**src/rtl/sample_fifo.sv**
```systemverilog
// -----------------------------------------------------------------------------
// sample_fifo
//
// Purpose:
//   Captures stereo sample pairs from a synthesizer on the rising edge of a
//   level-type sample strobe, attenuates each channel by an arithmetic right
//   shift, truncates to the output width and queues the pair in a small
//   first-word-fall-through FIFO. When the FIFO is full and the consumer does
//   not pop in the same cycle the incoming pair is dropped and counted.
//
// Parameters:
//   IN_W        input sample width per channel (two's complement)
//   OUT_W       output sample width per channel, OUT_W <= IN_W
//   DEPTH_LOG2  FIFO holds 2**DEPTH_LOG2 stereo pairs (DEPTH_LOG2 >= 1)
//
// Ports:
//   clk         system clock, rising-edge
//   rst         synchronous active-high reset
//   sample      sample strobe (level); a new pair is taken on its 0->1 edge
//   left_data   signed left input sample
//   right_data  signed right input sample
//   atten       attenuation, arithmetic right shift of 0..7 bits
//   out_valid   FIFO holds at least one pair
//   out_ready   consumer accepts the head pair this cycle
//   out_left    head left sample, or last popped left sample when empty
//   out_right   head right sample, or last popped right sample when empty
//   level       current FIFO occupancy (0 .. 2**DEPTH_LOG2)
//   ovf         sticky overflow flag
//   drop_cnt    count of dropped pairs, saturating at 255
//   clr_ovf     clears ovf and drop_cnt
// -----------------------------------------------------------------------------
module sample_fifo #(
  parameter int IN_W       = 24,
  parameter int OUT_W      = 16,
  parameter int DEPTH_LOG2 = 2
) (
  input  logic                  clk,
  input  logic                  rst,
  input  logic                  sample,
  input  logic [IN_W-1:0]       left_data,
  input  logic [IN_W-1:0]       right_data,
  input  logic [2:0]            atten,
  output logic                  out_valid,
  input  logic                  out_ready,
  output logic [OUT_W-1:0]      out_left,
  output logic [OUT_W-1:0]      out_right,
  output logic [DEPTH_LOG2:0]   level,
  output logic                  ovf,
  output logic [7:0]            drop_cnt,
  input  logic                  clr_ovf
);

  localparam int DEPTH = 1 << DEPTH_LOG2;
  localparam logic [DEPTH_LOG2:0]   FULL_LEVEL = (DEPTH_LOG2 + 1)'(DEPTH);
  localparam logic [DEPTH_LOG2:0]   LEVEL_ONE  = (DEPTH_LOG2 + 1)'(1);
  localparam logic [DEPTH_LOG2-1:0] PTR_ONE    = DEPTH_LOG2'(1);
  localparam logic [7:0]            DROP_MAX   = 8'hFF;

  logic                    sample_q;
  logic                    capture;

  logic signed [IN_W-1:0]  left_shift;
  logic signed [IN_W-1:0]  right_shift;
  logic [OUT_W-1:0]        left_att;
  logic [OUT_W-1:0]        right_att;

  logic                    pipe_valid;
  logic [OUT_W-1:0]        pipe_left;
  logic [OUT_W-1:0]        pipe_right;

  logic [OUT_W-1:0]        mem_left  [DEPTH];
  logic [OUT_W-1:0]        mem_right [DEPTH];
  logic [DEPTH_LOG2-1:0]   wr_ptr;
  logic [DEPTH_LOG2-1:0]   rd_ptr;

  logic [OUT_W-1:0]        hold_left;
  logic [OUT_W-1:0]        hold_right;

  logic                    full;
  logic                    pop;
  logic                    push;
  logic                    drop;

  // A capture is a rising edge of the strobe. sample_q is forced high in
  // reset so a strobe already high when reset releases is not taken as an edge.
  assign capture = sample & ~sample_q;

  // Attenuate at full input width so the sign fills in from the top, then
  // keep the most significant OUT_W bits (plain truncation, no rounding).
  assign left_shift  = $signed(left_data)  >>> atten;
  assign right_shift = $signed(right_data) >>> atten;
  assign left_att    = left_shift[IN_W-1 -: OUT_W];
  assign right_att   = right_shift[IN_W-1 -: OUT_W];

  // FIFO handshake. A pop frees the head slot in the same cycle, so a write
  // into a full FIFO is accepted when a pop happens alongside it.
  assign out_valid = (level != '0);
  assign full      = (level == FULL_LEVEL);
  assign pop       = out_valid & out_ready;
  assign push      = pipe_valid & (~full | pop);
  assign drop      = pipe_valid & full & ~pop;

  // First-word fall-through: show the head while data is queued, otherwise
  // keep showing the last pair that left the FIFO.
  assign out_left  = out_valid ? mem_left[rd_ptr]  : hold_left;
  assign out_right = out_valid ? mem_right[rd_ptr] : hold_right;

  // Edge detector and the one-deep capture stage. Strobe edges are at least
  // two cycles apart, so a single stage keeps every pair in order. Reset
  // clears the valid bit, which discards any pair that was in flight.
  always_ff @(posedge clk) begin
    if (rst) begin
      sample_q   <= 1'b1;
      pipe_valid <= 1'b0;
    end else begin
      sample_q   <= sample;
      pipe_valid <= capture;
      if (capture) begin
        pipe_left  <= left_att;
        pipe_right <= right_att;
      end
    end
  end

  // Storage array; contents need no reset because the pointers define what
  // is valid.
  always_ff @(posedge clk) begin
    if (!rst && push) begin
      mem_left[wr_ptr]  <= pipe_left;
      mem_right[wr_ptr] <= pipe_right;
    end
  end

  // Pointers, occupancy and the hold register for the last popped pair.
  // Pointers wrap naturally at their width; level tracks the difference.
  always_ff @(posedge clk) begin
    if (rst) begin
      wr_ptr     <= '0;
      rd_ptr     <= '0;
      level      <= '0;
      hold_left  <= '0;
      hold_right <= '0;
    end else begin
      if (push) begin
        wr_ptr <= wr_ptr + PTR_ONE;
      end
      if (pop) begin
        rd_ptr     <= rd_ptr + PTR_ONE;
        hold_left  <= mem_left[rd_ptr];
        hold_right <= mem_right[rd_ptr];
      end
      case ({push, pop})
        2'b10:   level <= level + LEVEL_ONE;
        2'b01:   level <= level - LEVEL_ONE;
        default: level <= level;
      endcase
    end
  end

  // Overflow bookkeeping. A clear in the same cycle as a drop still records
  // that one drop, so no event is lost across the clear.
  always_ff @(posedge clk) begin
    if (rst) begin
      ovf      <= 1'b0;
      drop_cnt <= '0;
    end else if (clr_ovf) begin
      ovf      <= drop;
      drop_cnt <= {7'd0, drop};
    end else if (drop) begin
      ovf <= 1'b1;
      if (drop_cnt != DROP_MAX) begin
        drop_cnt <= drop_cnt + 8'd1;
      end
    end
  end

endmodule

```
**config.mk**
```make
export PLATFORM = sky130hd
export DESIGN_NAME = sample_fifo
export DESIGN_NICKNAME = d
export VERILOG_FILES = /design/src/rtl/sample_fifo.sv
export SDC_FILE = /design/constraint.sdc
export NUM_CORES = 1
export LEC_CHECK = 0
export CORE_MARGIN = 3
export CORE_UTILIZATION = 56
export CTS_CLUSTER_DIAMETER = 50
export DETAILED_ROUTE_END_ITERATION = 16
export PLACE_DENSITY_LB_ADDON = 0.1
export SLEW_MARGIN = 20
export SYNTH_ARGS = -nofsm -noshare
export SYNTH_HDL_FRONTEND = slang
export SYNTH_SLANG_ARGS = --single-unit
```
**constraint.sdc**
```tcl
create_clock -name clk -period 5.2 [get_ports clk]
set_clock_uncertainty 0.15 [all_clocks]
set_input_delay 1.04 -clock clk [delete_from_list [all_inputs] [get_ports clk]]
set_output_delay 1.04 -clock clk [all_outputs]
set_load 0.005 [all_outputs]
```
==> flow_summary_export.csv <==
group,metric,value,unit
status,status,"finished, final reports clean",
flow_run,maxCapViolCount,0,
critical_path,crit_slowest_cell,"or3_2",
timing,holdWs,293,ps
power_and_ir_drop,p_total,3.73,mW
timing,fin_crit_sh,75.8,%
place,portBuffers,84,
global_route,met2_usage,33.2,%
critical_path,reg2reg_depth,6,
global_route,track_usage,20.0,%
synthesis,synthesis.nets,701,
critical_path,crit_type,"flip-flop to output pin",
critical_path,crit_family,"buffers and inverters",
floorplan,start_util,58.6,%
clocking,cts_hold_buffers,0,
route,ant_nets,0,
synthesis,async_flop_share,0,%
hold_path,hold_end,"pipe_valid",
floorplan,io_pins,101,
route,drc,0,
finish,final_common_cell,"edfxtp_1",
finish,antenna_cells,0,
synthesis,synth_top_flop_cell,"edfxtp_1",
finish,drive_gt1_share,19.1,%
synthesis,yosys_warnings,0,
critical_path,r2r-start,"level[0]",
synthesis,ys_types,45,
clocking,ctsHtreeMaxLevel,1,
finish,syn2layout_area_growth,19.0,%
floorplan,die-area,17800,um^2
clocking,postCtsResizedCells,0,
finish,seq_area,5850,um^2
critical_path,regToRegSetupSlack,2730,ps
finish,multiInputGateArea,3060,um^2
global_route,grt_pass1_vias,5394,
synthesis,synth_edf_count,160,
power_and_ir_drop,peakVddDrop,0.302,mV
global_route,grt_max_degree,38,
global_route,grt_overflow,0,
route,drt_iter0_drc,249,
critical_path,endpoint_kind,"output pin",
timing,slew_violations,0,
hold_path,min_path_cells,1,
clocking,insertion_delay,490,ps
floorplan,die_w,133,um
clocking,clk_path_buf_depth,3,
route,wl,17200,um
floorplan,core,15500,um^2
timing,max_freq,0.254,GHz
route,route.vias.total,5353,
timing,fin_setup_tns,0,ps
hold_path,hp-class,"flip-flop to flip-flop",
timing,hold_viol,0,
clocking,cts_tree,"yes",
route,drt_first_pass_iters,5,
critical_path,worst-path-max-fanout,25,
clocking,cts_buffers,22,
global_route,use_met1,26.9,%
clocking,cts-root-buf,"clkbuf_16",
clocking,cts.clk_slew.worst_paths,60,ps
critical_path,cp_num_cells,4,
critical_path,cp_slowest_stage_delay,820,ps
synthesis,synth_cells,639,
hold_path,hold_start,"sample_q",
power_and_ir_drop,p_per_area,344,nW/um^2
critical_path,path_buf_inv,2,
synthesis,seq_area_frac_synth,64.2,%
place,dp_hpwl,11100,um
power_and_ir_drop,p_leak,3.63,nW
critical_path,cp-start-kind,"flip-flop",
finish,fillerInstances,1076,
critical_path,cp_data_arrival_time,2750,ps
synthesis,syn_avg_cell_area,14.2,um^2
timing,max_slew.worst_pin.slew,916,ps
floorplan,die_y,133,um
critical_path,required,4010,ps
timing,rsz0062_at_grt,"false",
global_route,grt_util_met3,3.97,%
timing,setup_violations,0,
global_route,busiest_layer,"met2",
timing,slew_headroom,38.9,%
route,via_per_inst,5.66,
timing,final.min_clock_period,3940,ps
finish,final_cell_mix,"edfxtp_1, nand2_1, clkdlybuf4s50_1",
finish,num-nets-final,781,
floorplan,row_count,45,
synthesis,ys_seq_elements,212,
critical_path,regToRegEndpoint,"level[2]",
clocking,clock_sinks,212,
clocking,post_cts_buffers,0,
global_route,antenna_found_initial,0,
place,place_congestion,0.849,
synthesis,syn_area,9100,um^2
global_route,grt_pass1_wl,28300,um
route,wl_per_cell,18.2,um
critical_path,worstPathCellList,"or3_2, buf_4, mux2_2, clkdlybuf4s50_1",
worst reg2reg max path, delay by kind of cell, from the launching register on:
kind | cells | cell delay, ps
adders and majority gates | 1 | 400
DFF | 1 | 490
and+or+nand+nor | 1 | 130
buffers and inverters | 1 | 360
AOI/OAI and AO/OA | 2 | 480
muxes | 1 | 350
synth_stat cells, types with 4 or more instances:
| library cell | count | area (um^2) |
|---|---|---|
| xor2_1 | 5 | 43.8 |
| xnor2_1 | 5 | 43.8 |
| a21oi_1 | 47 | 235 |
| ha_1 | 5 | 62.6 |
| nand2_1 | 103 | 387 |
| o21ai_0 | 22 | 110 |
| dfxtp_1 | 52 | 1040 |
| nand2b_1 | 5 | 31.3 |
| inv_1 | 6 | 22.5 |
| mux2i_1 | 43 | 430 |
| nand4_1 | 5 | 31.3 |
| edfxtp_1 | 160 | 4800 |
| nor2_1 | 21 | 78.8 |
| nand3_1 | 4 | 20.0 |
| and2_1 | 5 | 31.3 |
| clkbuf_1 | 17 | 63.8 |
| mux4_2 | 32 | 721 |
| mux2_2 | 45 | 507 |
| buf_2 | 18 | 90.1 |
| buf_1 | 5 | 18.8 |
power breakdown:
group          internal (mW)  switching, mW  total, mW  leakage [nW]
logic                  0.216          0.177      0.393          1.43
clock network          0.869          0.608       1.48         0.341
registers               1.84         0.0223       1.86          1.86
total                   2.92          0.808       3.73          3.63
worst max-delay path by stage:
stage	startpoint	to	slack, ps
after CTS	level[0]	out_left[13]	890
after floorplan	rst	pipe_left[0]	930
final	level[2]	out_left[13]	1260
after detailed placement	level[0]	out_left[13]	1430
after global routing	flip-flop	out_right[14]	1110
after global placement	level[0]	out_right[1]	1530
per-stage QoR:
| step | area (um^2) | utilization [%] | setup slack [ps] | cells |
|---|---|---|---|---|
| floorplan | 9100 | - | 933 | 639 |
| global placement | 10100 | 65.2 | 1530 | 906 |
| detailed placement | 10100 | 65.2 | 1430 | 906 |
| CTS | 10800 | 69.7 | 893 | 945 |
| global route | 10800 | 69.7 | 1110 | 945 |
| finish | 10800 | 69.7 | 1260 | 945 |
per-layer routing:
layer | routed length (um) | share of wire (%) | vias up
met5 | 0 | 0 | -
met1 | 7460 | 43 | 2623
met3 | 1080 | 6.3 | 25
met4 | 361 | 2.1 | 0
li1 | - | - | 2548
met2 | 8350 | 48 | 157
cell type report:
class | instances | area share (%)
clock buffers | 30 | 5.94
clock inverters | 9 | 0.520
inverters | 6 | 0.208
multi-input cells | 380 | 28.3
flip-flops and latches | 212 | 54.0
well taps | 211 | 2.44
repair buffers | 97 | 8.62
flip-flops by register name (all words and copies together) (netlist names), 3 cells and up, named ones only:
register and flops:
drop_cnt 8, hold_left 16, hold_right 16, level 3
mem_left 64, mem_right 64, pipe_left 16, pipe_right 16
kinds of logic (layout without fill, tap and decap cells):
logic type | count (synthesis) | after routing | share of synthesized area (%)
DFF | 212 | 212 | 64.2
and+or+nand+nor | 160 | 160 | 7.82
xor gates and xnor gates | 10 | 10 | 0.962
adders and majority gates | 6 | 6 | 0.907
muxes | 121 | 121 | 18.3
AOI/OAI and AO/OA | 83 | 83 | 5.54
buffers and inverters | 47 | 142 | 2.20
Power figures use the tool's default switching activity.
